### config.mk
export PLATFORM = sky130hd
export DESIGN_NAME = ps2_frame_rx
export DESIGN_NICKNAME = d
export VERILOG_FILES = /design/src/rtl/ps2_pkg.sv /design/src/rtl/ps2_glitch_filter.sv /design/src/rtl/ps2_frame_rx.sv
export SDC_FILE = /design/constraint.sdc
export NUM_CORES = 1
export LEC_CHECK = 0
export ABC_AREA = 1
export CAP_MARGIN = 20
export CORE_ASPECT_RATIO = 1.2
export CORE_MARGIN = 2
export CORE_UTILIZATION = 30
export CTS_CLUSTER_SIZE = 14
export DETAILED_ROUTE_END_ITERATION = 12
export SLEW_MARGIN = 15
export SYNTH_ARGS = -nofsm -noshare
export SYNTH_HDL_FRONTEND = slang
export SYNTH_HIERARCHICAL = 1
export SYNTH_SLANG_ARGS = --single-unit
### constraint.sdc
create_clock -name clk_50MHz -period 1.6 [get_ports clk_50MHz]
set_input_delay 0.32 -clock clk_50MHz [delete_from_list [all_inputs] [get_ports clk_50MHz]]
set_output_delay 0.32 -clock clk_50MHz [all_outputs]
set_load 0.01 [all_outputs]
### src/rtl/ps2_pkg.sv
// Shared definitions for the PS/2 frame receiver: FSM encoding, special
// scan-code values and default timing constants.
package ps2_pkg;

  typedef enum logic [1:0] {
    ST_IDLE   = 2'd0,
    ST_DATA   = 2'd1,
    ST_PARITY = 2'd2,
    ST_STOP   = 2'd3
  } ps2_state_e;

  localparam logic [7:0] BREAK_CODE    = 8'hF0;
  localparam logic [7:0] EXTENDED_CODE = 8'hE0;

  localparam int FILTER_LEN_DEF  = 8;
  localparam int TIMEOUT_CYC_DEF = 50000;

endpackage

### src/rtl/ps2_glitch_filter.sv
// Two-flop synchronizer followed by a FILTER_LEN-sample level filter for the
// PS/2 clock line; emits a one-cycle pulse on each accepted falling edge.
module ps2_glitch_filter #(
  parameter int FILTER_LEN = 8
) (
  input  logic clk_50MHz,
  input  logic rst_n,
  input  logic raw,
  output logic filt_fall
);

  localparam int CW = (FILTER_LEN > 1) ? $clog2(FILTER_LEN) : 1;

  logic [1:0]    sync;
  logic [CW-1:0] cnt;
  logic          filt;

  // cnt counts samples that disagree with filt; the FILTER_LEN-th flips it
  always_ff @(posedge clk_50MHz or negedge rst_n) begin
    if (!rst_n) begin
      sync      <= 2'b11;
      cnt       <= '0;
      filt      <= 1'b1;
      filt_fall <= 1'b0;
    end else begin
      sync      <= {sync[0], raw};
      filt_fall <= 1'b0;
      if (sync[1] != filt) begin
        if (cnt == CW'(FILTER_LEN - 1)) begin
          filt      <= sync[1];
          cnt       <= '0;
          filt_fall <= filt;
        end else begin
          cnt <= cnt + 1'b1;
        end
      end else begin
        cnt <= '0;
      end
    end
  end

endmodule

### src/rtl/ps2_frame_rx.sv
// PS/2 keyboard frame receiver: start, 8 data bits LSB-first, parity, stop.
// Define PS2_PARITY_CHECK_EN to reject frames whose odd parity is wrong.
//
// state     | meaning
// ST_IDLE   | waiting for a start bit (data 0 on a filtered falling edge)
// ST_DATA   | shifting in 8 data bits, LSB first
// ST_PARITY | capturing the parity bit
// ST_STOP   | checking stop bit, then publish or discard
module ps2_frame_rx
  import ps2_pkg::*;
#(
  parameter int FILTER_LEN  = FILTER_LEN_DEF,
  parameter int TIMEOUT_CYC = TIMEOUT_CYC_DEF
) (
  input  logic        clk_50MHz,
  input  logic        rst_n,
  input  logic        PS2Clk,
  input  logic        PS2Data,
  output logic [15:0] keycode,
  output logic        oflag,
  output logic        rx_err
);

  localparam int TW = $clog2(TIMEOUT_CYC + 1);

  ps2_state_e    state, state_nxt;
  logic [2:0]    bit_cnt, bit_cnt_nxt;
  logic [7:0]    shift, shift_nxt;
  logic [TW-1:0] tout_cnt;
  logic [1:0]    data_sync;
  logic          data_s;
  logic          clk_fall;
  logic          timeout;
  logic          frame_ok;
  logic          publish;
  logic          err;

  ps2_glitch_filter #(
    .FILTER_LEN(FILTER_LEN)
  ) u_clk_filter (
    .clk_50MHz(clk_50MHz),
    .rst_n    (rst_n),
    .raw      (PS2Clk),
    .filt_fall(clk_fall)
  );

  always_ff @(posedge clk_50MHz or negedge rst_n) begin
    if (!rst_n) data_sync <= 2'b11;
    else        data_sync <= {data_sync[0], PS2Data};
  end

  assign data_s = data_sync[1];

`ifdef PS2_PARITY_CHECK_EN
  logic par, par_nxt;

  always_ff @(posedge clk_50MHz or negedge rst_n) begin
    if (!rst_n) par <= 1'b0;
    else        par <= par_nxt;
  end

  assign frame_ok = ^{shift, par};
`else
  assign frame_ok = 1'b1;
`endif

  // An edge in the same cycle as expiry wins: the frame keeps going.
  assign timeout = (state != ST_IDLE) && (tout_cnt == TW'(TIMEOUT_CYC)) && !clk_fall;

  always_ff @(posedge clk_50MHz or negedge rst_n) begin
    if (!rst_n)                             tout_cnt <= '0;
    else if (state == ST_IDLE || clk_fall)  tout_cnt <= '0;
    else if (!timeout)                      tout_cnt <= tout_cnt + 1'b1;
  end

  always_ff @(posedge clk_50MHz or negedge rst_n) begin
    if (!rst_n) begin
      state   <= ST_IDLE;
      bit_cnt <= '0;
      shift   <= '0;
    end else begin
      state   <= state_nxt;
      bit_cnt <= bit_cnt_nxt;
      shift   <= shift_nxt;
    end
  end

  always_comb begin
    state_nxt   = state;
    bit_cnt_nxt = bit_cnt;
    shift_nxt   = shift;
`ifdef PS2_PARITY_CHECK_EN
    par_nxt     = par;
`endif
    publish     = 1'b0;
    err         = 1'b0;
    if (clk_fall) begin
      case (state)
        ST_IDLE: begin
          if (!data_s) begin
            state_nxt   = ST_DATA;
            bit_cnt_nxt = '0;
          end
        end
        ST_DATA: begin
          shift_nxt   = {data_s, shift[7:1]};
          bit_cnt_nxt = bit_cnt + 3'd1;
          if (bit_cnt == 3'd7) state_nxt = ST_PARITY;
        end
        ST_PARITY: begin
`ifdef PS2_PARITY_CHECK_EN
          par_nxt   = data_s;
`endif
          state_nxt = ST_STOP;
        end
        ST_STOP: begin
          if (data_s && frame_ok) publish = 1'b1;
          else                    err     = 1'b1;
          state_nxt = ST_IDLE;
        end
        default: state_nxt = ST_IDLE;
      endcase
    end else if (timeout) begin
      state_nxt = ST_IDLE;
      err       = 1'b1;
    end
  end

  // publish and err come from exclusive branches, so the pulses never overlap
  always_ff @(posedge clk_50MHz or negedge rst_n) begin
    if (!rst_n) begin
      keycode <= '0;
      oflag   <= 1'b0;
      rx_err  <= 1'b0;
    end else begin
      oflag  <= publish;
      rx_err <= err;
      if (publish) keycode <= {keycode[7:0], shift};
    end
  end

endmodule

* Yosys cells after proc, flatten, opt, wreduce, memory -nomap -nowiden *
Cells that the tools add are included.

word-level totals
  register bits = 56
  bits of input ports = 4
  output and inout bits = 18
  word-level logic and storage cells = 58

operators by class
  add/sub/neg operators = 3
  eq/ne operators = 11
  mux-type cells = 20
  reduce and logical (&&, ||, !) cells = 12

operators with widths
  kind                     count
  $mux W16                 2
  $add A16 B1 Y16 const B  1
  $eq A16 B16 Y1 const B   1
  $mux W1                  9
  $mux W3                  3
  $mux W2                  4
  $pmux W2 S4              1
  $add A3 B1 Y3 const B    2
  $eq A3 B3 Y1 const B     2
  $ne A3 B3 Y1 const B     2
  $pmux W3 S2              1
  $reduce_and A3 Y1        2
  $reduce_bool A2 Y1       3
  $eq A2 B2 Y1 const B     2
  $reduce_and A2 Y1        2
  $eq A2 B1 Y1 const B     1
  $logic_and A1 B1 Y1      2
  $logic_not A2 Y1         1
  $ne A2 B1 Y1 const B     1
  $ne A2 B2 Y1 const B     1
  $logic_not A1 Y1         1
  $logic_or A1 B1 Y1       1
  $ne A1 B1 Y1             1

* Longest topological paths before layout *
Gate-level depths: netlist of run 1.

  depth in word-level cells = 5
  mapped depth = 11

* Cells and area by module *
Netlist of run 1, hierarchy kept.

by module, submodules not included
  module             instances  cells each  area an instance (um^2)  seq. area each (um^2)
  ps2_frame_rx       1          289         2,333.5                  1,228.7
  ps2_glitch_filter  1          24          264.0                    178.9

* Least setup slack after synthesis of run 1 *
No wires, ideal clock.

  path type = flip-flop to flip-flop
  start point = register tout_cnt[0]
  end point = register state[0]
  arrival time = 1,264 ps
  setup slack = 220 ps
  cell stages (with the launch flop) = 12
  path buffers = 0
  path through = dfrtp_1 > inv_1 > ha_1 > inv_1 > nor2_1 > nand2_1 > nor2_1 > nand2_1 > nand2_1 > nand2_1 > nand2_1 > nand2_1

between the ends
  word-level cells in the longest chain between the ends = 5

RTL lines
  what                                 RTL line            source
  start: declaration                   ps2_frame_rx.sv:29  logic [TW-1:0] tout_cnt;
  start signal: assignment             ps2_frame_rx.sv:73  else if (!timeout) tout_cnt <= tout_cnt + 1'b1;
  $eq A16 B16 Y1                       ps2_frame_rx.sv:68  assign timeout = (state != ST_IDLE) && (tout_cnt == TW'(TIMEOUT_CYC)) && !clk_fall;
  $logic_and A1 B1 Y1 (2 in series)    ps2_frame_rx.sv:68
  $reduce_bool A2 Y1 (no source line)  --
  $reduce_and A3 Y1 (no source line)   --
  end signal: assignment               ps2_frame_rx.sv:82  state <= state_nxt;
  end: declaration                     ps2_frame_rx.sv:26  ps2_state_e state, state_nxt;

No other way between the ends.
A chain may end at the register's enable or synchronous reset.

* Worst setup path in the final report of run 1 *
  start point = register keycode[1]
  end point = output port keycode[1]

RTL lines
  what                      RTL line             source
  start: declaration        ps2_frame_rx.sv:19   output logic [15:0] keycode,
  start signal: assignment  ps2_frame_rx.sv:138  if (publish) keycode <= {keycode[7:0], shift};

No word-level cell between the ends.

==> results of run 1 <==
routing by layer:
layer  global-route usage, %  up-vias  part of all wire [%]
met5                       0        -                     0
met4                    4.80        0                   2.6
met3                    2.17       10                   4.5
met2                    19.5       37                    49
met1                    13.9      933                    44
li1                        -     1036                     -
state kept, by name (all words and copies together) (netlist names):
name                    cells
bit_cnt                     3
data_sync                   2
keycode                    16
oflag                       1
rx_err                      1
shift                       8
state                       2
tout_cnt                   16
u_clk_filter/cnt            3
u_clk_filter/filt           1
u_clk_filter/filt_fall      1
u_clk_filter/sync           2
synth_stat cells, drive strengths merged:
library cell | count | area (sq um)
xor2 | 1 | 8.76
nand2 | 96 | 368
nand3 | 17 | 85.1
buf | 3 | 17.5
dfstp | 5 | 131
or2 | 1 | 6.26
nor3b | 1 | 7.51
nor3 | 3 | 15.0
inv | 38 | 143
nor2 | 45 | 186
a21oi | 6 | 30.0
o21ai | 24 | 120
a31oi | 3 | 18.8
xnor2 | 1 | 8.76
clkbuf | 3 | 21.3
dfrtp | 51 | 1280
clkinv | 1 | 3.75
ha | 10 | 125
nand4 | 4 | 25.0
worst paths after layout:
path                               from           end  slack (ns)
max in group asynchronous         rst_n  data_sync[0]        0.56
hold / removal             data_sync[0]  data_sync[1]        0.36
min in group asynchronous         rst_n   keycode[15]        0.50
setup reg to reg               state[0]      state[0]        0.15
setup / recovery             keycode[1]    keycode[1]        0.06
hold reg to reg            data_sync[0]  data_sync[1]        0.36
cells by family after synthesis:
kind of cell               after synthesis  share of synthesized area (%)
AOI/OAI and AO/OA                       33                           6.50
xor gates and xnor gates                 2                          0.674
adders and majority gates               10                           4.82
buffers and inverters                   45                           7.13
DFF                                     56                           54.2
and+or+nand+nor                        167                           26.7
report_power, final:
part | total (uW) | internal, uW | switching [uW]
Combinational | 138 | 54.4 | 83.7
Clock | 970 | 512 | 458
Sequential | 1500 | 1470 | 22.7
area by class of cell:
cell class              count  area share (%)
well taps                 117            4.63
clock inverters             2            1.23
multi-input cells         212            32.1
repair buffers             31            10.3
clock buffers               6            2.61
inverters                  39            4.63
flip-flops and latches     56            44.5
through the flow:
stage                     power (uW)  std cells  instance area, sq um  utilization, %  hold WS (ns)
after floorplan                 1590        313                  2600               -        0.0244
after global placement          1650        450                  2970            34.9         0.312
after detailed placement        1660        450                  2970            34.9         0.320
after CTS                       2660        459                  3100            36.4         0.362
after global routing            2750        463                  3160            37.1         0.365
final                           2600        463                  3160            37.1         0.360
timing repair:
item / in CTS / in global routing
hold endpoints to repair: 13 / 0
endpoints found under the setup margin: 0 / 15
hold buffers: 1 / 0
gates resized for setup: 0 / 13
buffers inserted: 0 / 4
==> summary.txt, run 1 <==
Run status
  – Status: complete, no violations

Setup path
  – Crit path cell chain: clkdlybuf4s50_1
  – Critical path startpoint category: flip-flop
  – WP buf/inv: 1
  – WS Path Type: reg2out
  – CP Data Required Time: approximately 1.3 ns
  – Critical Path AT: approximately 1.2 ns
  – Worst-path fanout max: 3
  – Reg2reg path depth: 10
  – Crit-path max cell delay: ~0.54 ns
  – Crit. End Element: output pin
  – CP top delay family: buffers and inverters
  – CP Depth: 1
  – Slowest CP cell: clkdlybuf4s50_1

Final layout
  – Reg area: 0.00141 sq mm
  – Area Growth Syn to Fin: 21.8%
  – Commonest cells after routing, fill and taps aside: nand2_1 (90), dfrtp_1 (51), nor2_1 (41)
  – Commonest non-fill, non-tap cell in the layout: nand2_1
  – NumNets Final: between 300 and 400
  – Fill cell count: between 900 and 1000
  – ANT cells: 0
  – Share of layout cells above drive strength 1: 10.1%
  – Multi-input gate area: ~0.0010 sq mm

Timing
  – Final setup violation count: 0
  – FMAX: roughly 650 MHz
  – Final worst-path cycle share: a little over nine tenths
  – Max Slew Vio Count: 0
  – Final clock skew: approximately 0.0063 ns
  – Final min period: 1.54 ns
  – Post-layout worst setup margin: 0.0640 ns
  – Final Hold Viols: 0
  – Worst-margin pin slew: just under 0.5 ns
  – Setup TNS: 0 ns
  – Rel. slew slack: about 67%

Routing
  – Antenna viol nets, final: 0
  – Post-Route WL: 4.92 mm
  – Vias per cell: ~4.4
  – Pre-antenna DRT Iters: 4
  – Drt initial violations: 87
  – DR WL/cell: 10.6 um
  – Drc violations: 0
  – Vias: between 2000 and 2500

Die
  – Core Area: roughly 0.0085 sq mm
  – Die Height: about 110 um
  – Initial core utilization: a little under a third
  – Die W: 88.9 um
  – Ports: 22
  – Number of core rows: 37
  – Die Area: 0.00942 sq mm

Global route
  – Vias in the first global route: 1966
  – Antenna violations before repair: 0
  – Gr ovfl total: 0
  – First-pass GRT wire length: between 8 and 9 mm
  – Largest net degree at the start of global routing: 24
  – GRT Total Usage: a little under an eighth

Clock tree
  – CTS clk-pin slew, worst paths: 0.10 ns
  – Skew-Pair Late Insertion Delay: a little over 0.3 ns
  – Htree depth: 2
  – Root Driver: clkbuf_8
  – CTS tree: done
  – CTS sink cnt: 56
  – Total CTS buffers: 5
  – Clock buffer depth: 2

Yosys
  – Synth Net Count: ~330
  – Cells after synthesis: between 300 and 400
  – Mapped Area: roughly 0.0026 sq mm
  – #FFs+latches synth: 56
  – Ys Warns: 6
  – Count of cell types in the netlist: 24
  – Average size of a mapped cell: 8.30 sq um
  – Register area share after synthesis: a little over half

Placement
  – Placer's final routability congestion estimate: about 0.85
  – DPL Wire Length: 3.58 mm
  – Buffers on Ports: 21
  – Pre-CTS setup slack: roughly 0.074 ns

Worst hold path
  – Worst min path class: reg2reg
  – Hold path depth: 0

Pwr
  – Leakage: roughly 0.0016 uW
  – Pwr dens: 823 mW/mm^2
  – VDD IR max: 0.360 mV

Run
  – Max Cap Violations: 0
No activity file was read; power rests on OpenSTA's default activity.
==> run 2, diff against run 1 <==
--- a/config.mk
+++ b/config.mk
@@ -12,6 +12,7 @@
 export CORE_UTILIZATION = 30
 export CTS_CLUSTER_SIZE = 14
 export DETAILED_ROUTE_END_ITERATION = 12
+export RECOVER_POWER = 100
 export SLEW_MARGIN = 15
 export SYNTH_ARGS = -nofsm -noshare
 export SYNTH_HDL_FRONTEND = slang
==> run 2 against run 1 <==
Routed wire length decreased by 0.41%. Setup slack about the same. Core utilization decreased by 0.65 points. Register-to-register slack about the same. Clock-buffer cell count unchanged. Clock power about the same. Power decreased by 0.56%. Clock skew decreased by 0.0027 ns. Largest cell class unchanged.
==> summary.txt, run 2 (synthesis results as in run 1) <==
Run status
  – Status: complete, no violations

Setup path
  – Critical path startpoint category: flip-flop
  – WP buf/inv: 1
  – Crit-path max cell delay: 0.54 ns
  – CP Depth: 1
  – Slowest CP cell: clkdlybuf4s50_1
  – CP top delay family: buffers and inverters
  – CP Data Required Time: 1.28 ns
  – Crit path cell chain: clkdlybuf4s50_1
  – Crit. End Element: output pin
  – WS Path Type: reg2out
  – Critical Path AT: approximately 1.2 ns
  – Worst-path fanout max: 3
  – Reg2reg path depth: 6

Clock tree
  – Htree depth: 2
  – Root Driver: clkbuf_8
  – CTS clk-pin slew, worst paths: approximately 0.1 ns
  – Skew-Pair Late Insertion Delay: 0.31 ns
  – Total CTS buffers: 5
  – Clock buffer depth: 2
  – CTS sink cnt: 56
  – CTS tree: done

Global route
  – Met3 Resource Use GR: 2.17%
  – GRT Total Usage: between 10% and 20%
  – Largest net degree at the start of global routing: 24
  – Vias in the first global route: 1966
  – Antenna violations before repair: 0
  – GRT busiest layer: met2
  – Met2 global-route usage: roughly a fifth
  – First-pass GRT wire length: between 8 and 9 mm
  – Met1 GRT Util: roughly 14%
  – Gr ovfl total: 0

Worst hold path
  – Worst min path class: reg2reg
  – Hold path depth: 0

Final layout
  – Post-Route Utilization: around 37%
  – Commonest non-fill, non-tap cell in the layout: nand2_1
  – NumNets Final: between 300 and 400
  – ANT cells: 0
  – Commonest cells after routing, fill and taps aside: nand2_1 (90), dfrtp_1 (51), nor2_1 (41)
  – Share of layout cells above drive strength 1: about a tenth
  – Largest regs: keycode: 16 flops, tout_cnt: 16 flops, shift: 8 flops
  – Area Growth Syn to Fin: 19.7%

Die
  – Initial core utilization: between 30% and 40%
  – Number of core rows: 37
  – Core Area: ~0.0085 sq mm
  – Die W: between 80 and 90 um
  – Die Height: 106 um
  – Die Area: between 0.009 and 0.01 sq mm
  – Ports: 22

Routing
  – Pre-antenna DRT Iters: 4
  – Vias: slightly above 2000
  – Drc violations: 0
  – DR WL/cell: roughly 11 um
  – Antenna viol nets, final: 0
  – Drt initial violations: 96
  – Vias per cell: between 4 and 5
  – Post-Route WL: 4.90 mm

Timing
  – Min Hold Slack: around 0.36 ns
  – Final Hold Viols: 0
  – Final setup violation count: 0
  – Final min period: ~1.5 ns
  – Worst-margin pin slew: 0.513 ns
  – Rel. slew slack: about 66%
  – Final clock skew: between 0.003 and 0.004 ns
  – Final worst-path cycle share: 96.0%
  – Max Slew Vio Count: 0
  – FMAX: around 650 MHz

Pwr
  – Total power: 2590 uW
  – Leakage: 0.00147 uW
  – VDD IR max: around 0.36 mV
  – Pwr dens: about 830 mW/mm^2

Placement
  – DPL Wire Length: around 3.6 mm
  – Buffers on Ports: 21
  – Placer's final routability congestion estimate: approximately 0.85

Run
  – Max Cap Violations: 0
-- run 2: power by group --
part           internal [uW]  total (uW)  switching (uW)
combinational           45.2         127            82.2
sequential              1470        1490            23.0
clock                    512         969             457
-- run 2: path summary, 6_finish.rpt --
kind                                   start      endpoint  slack, ns
worst max-delay path              keycode[1]    keycode[1]       0.06
worst min-delay path            data_sync[0]  data_sync[1]       0.36
worst max register to register      state[0]   keycode[13]       0.15
worst min register to register  data_sync[0]  data_sync[1]       0.36
max in group asynchronous              rst_n  tout_cnt[15]       0.24
min in group asynchronous              rst_n   keycode[15]       0.49
-- run 2: layer usage --
metal  part of all wire, %  vias up  routed length [um]
li1                      -     1037                   -
met5                     0        -                   0
met4                   2.9        0                 144
met2                    48       37                2380
met3                   3.8       12                 185
met1                    45      929                2190
-- run 2: cell type report --
type                            instances  area (sq um)
Multi-Input combinational cell        212          1010
Clock inverter                          2          38.8
Clock buffer                            6          82.6
Tap cell                              117           146
Fill cell                             922          5410
Inverter                               39           146
Timing Repair Buffer                   31           275
Sequential cell                        56          1410
-- run 2: stage by stage --
step | std cells | setup TNS, ns | cell area (sq um) | setup slack (ns)
floorplan | 313 | 0 | 2600 | 0.220
global placement | 450 | 0 | 2970 | 0.118
detailed placement | 450 | 0 | 2970 | 0.0741
CTS | 459 | 0 | 3100 | 0.0240
global route | 463 | -0.00970 | 3110 | -0.00674
finish | 463 | 0 | 3110 | 0.0638
-- run 2: what timing repair did --
item,in CTS,in global routing
hold buffers,1,0
setup buffers,0,4
setup endpoints to repair,0,15
hold endpoints to repair,13,0
gates resized for setup,0,13
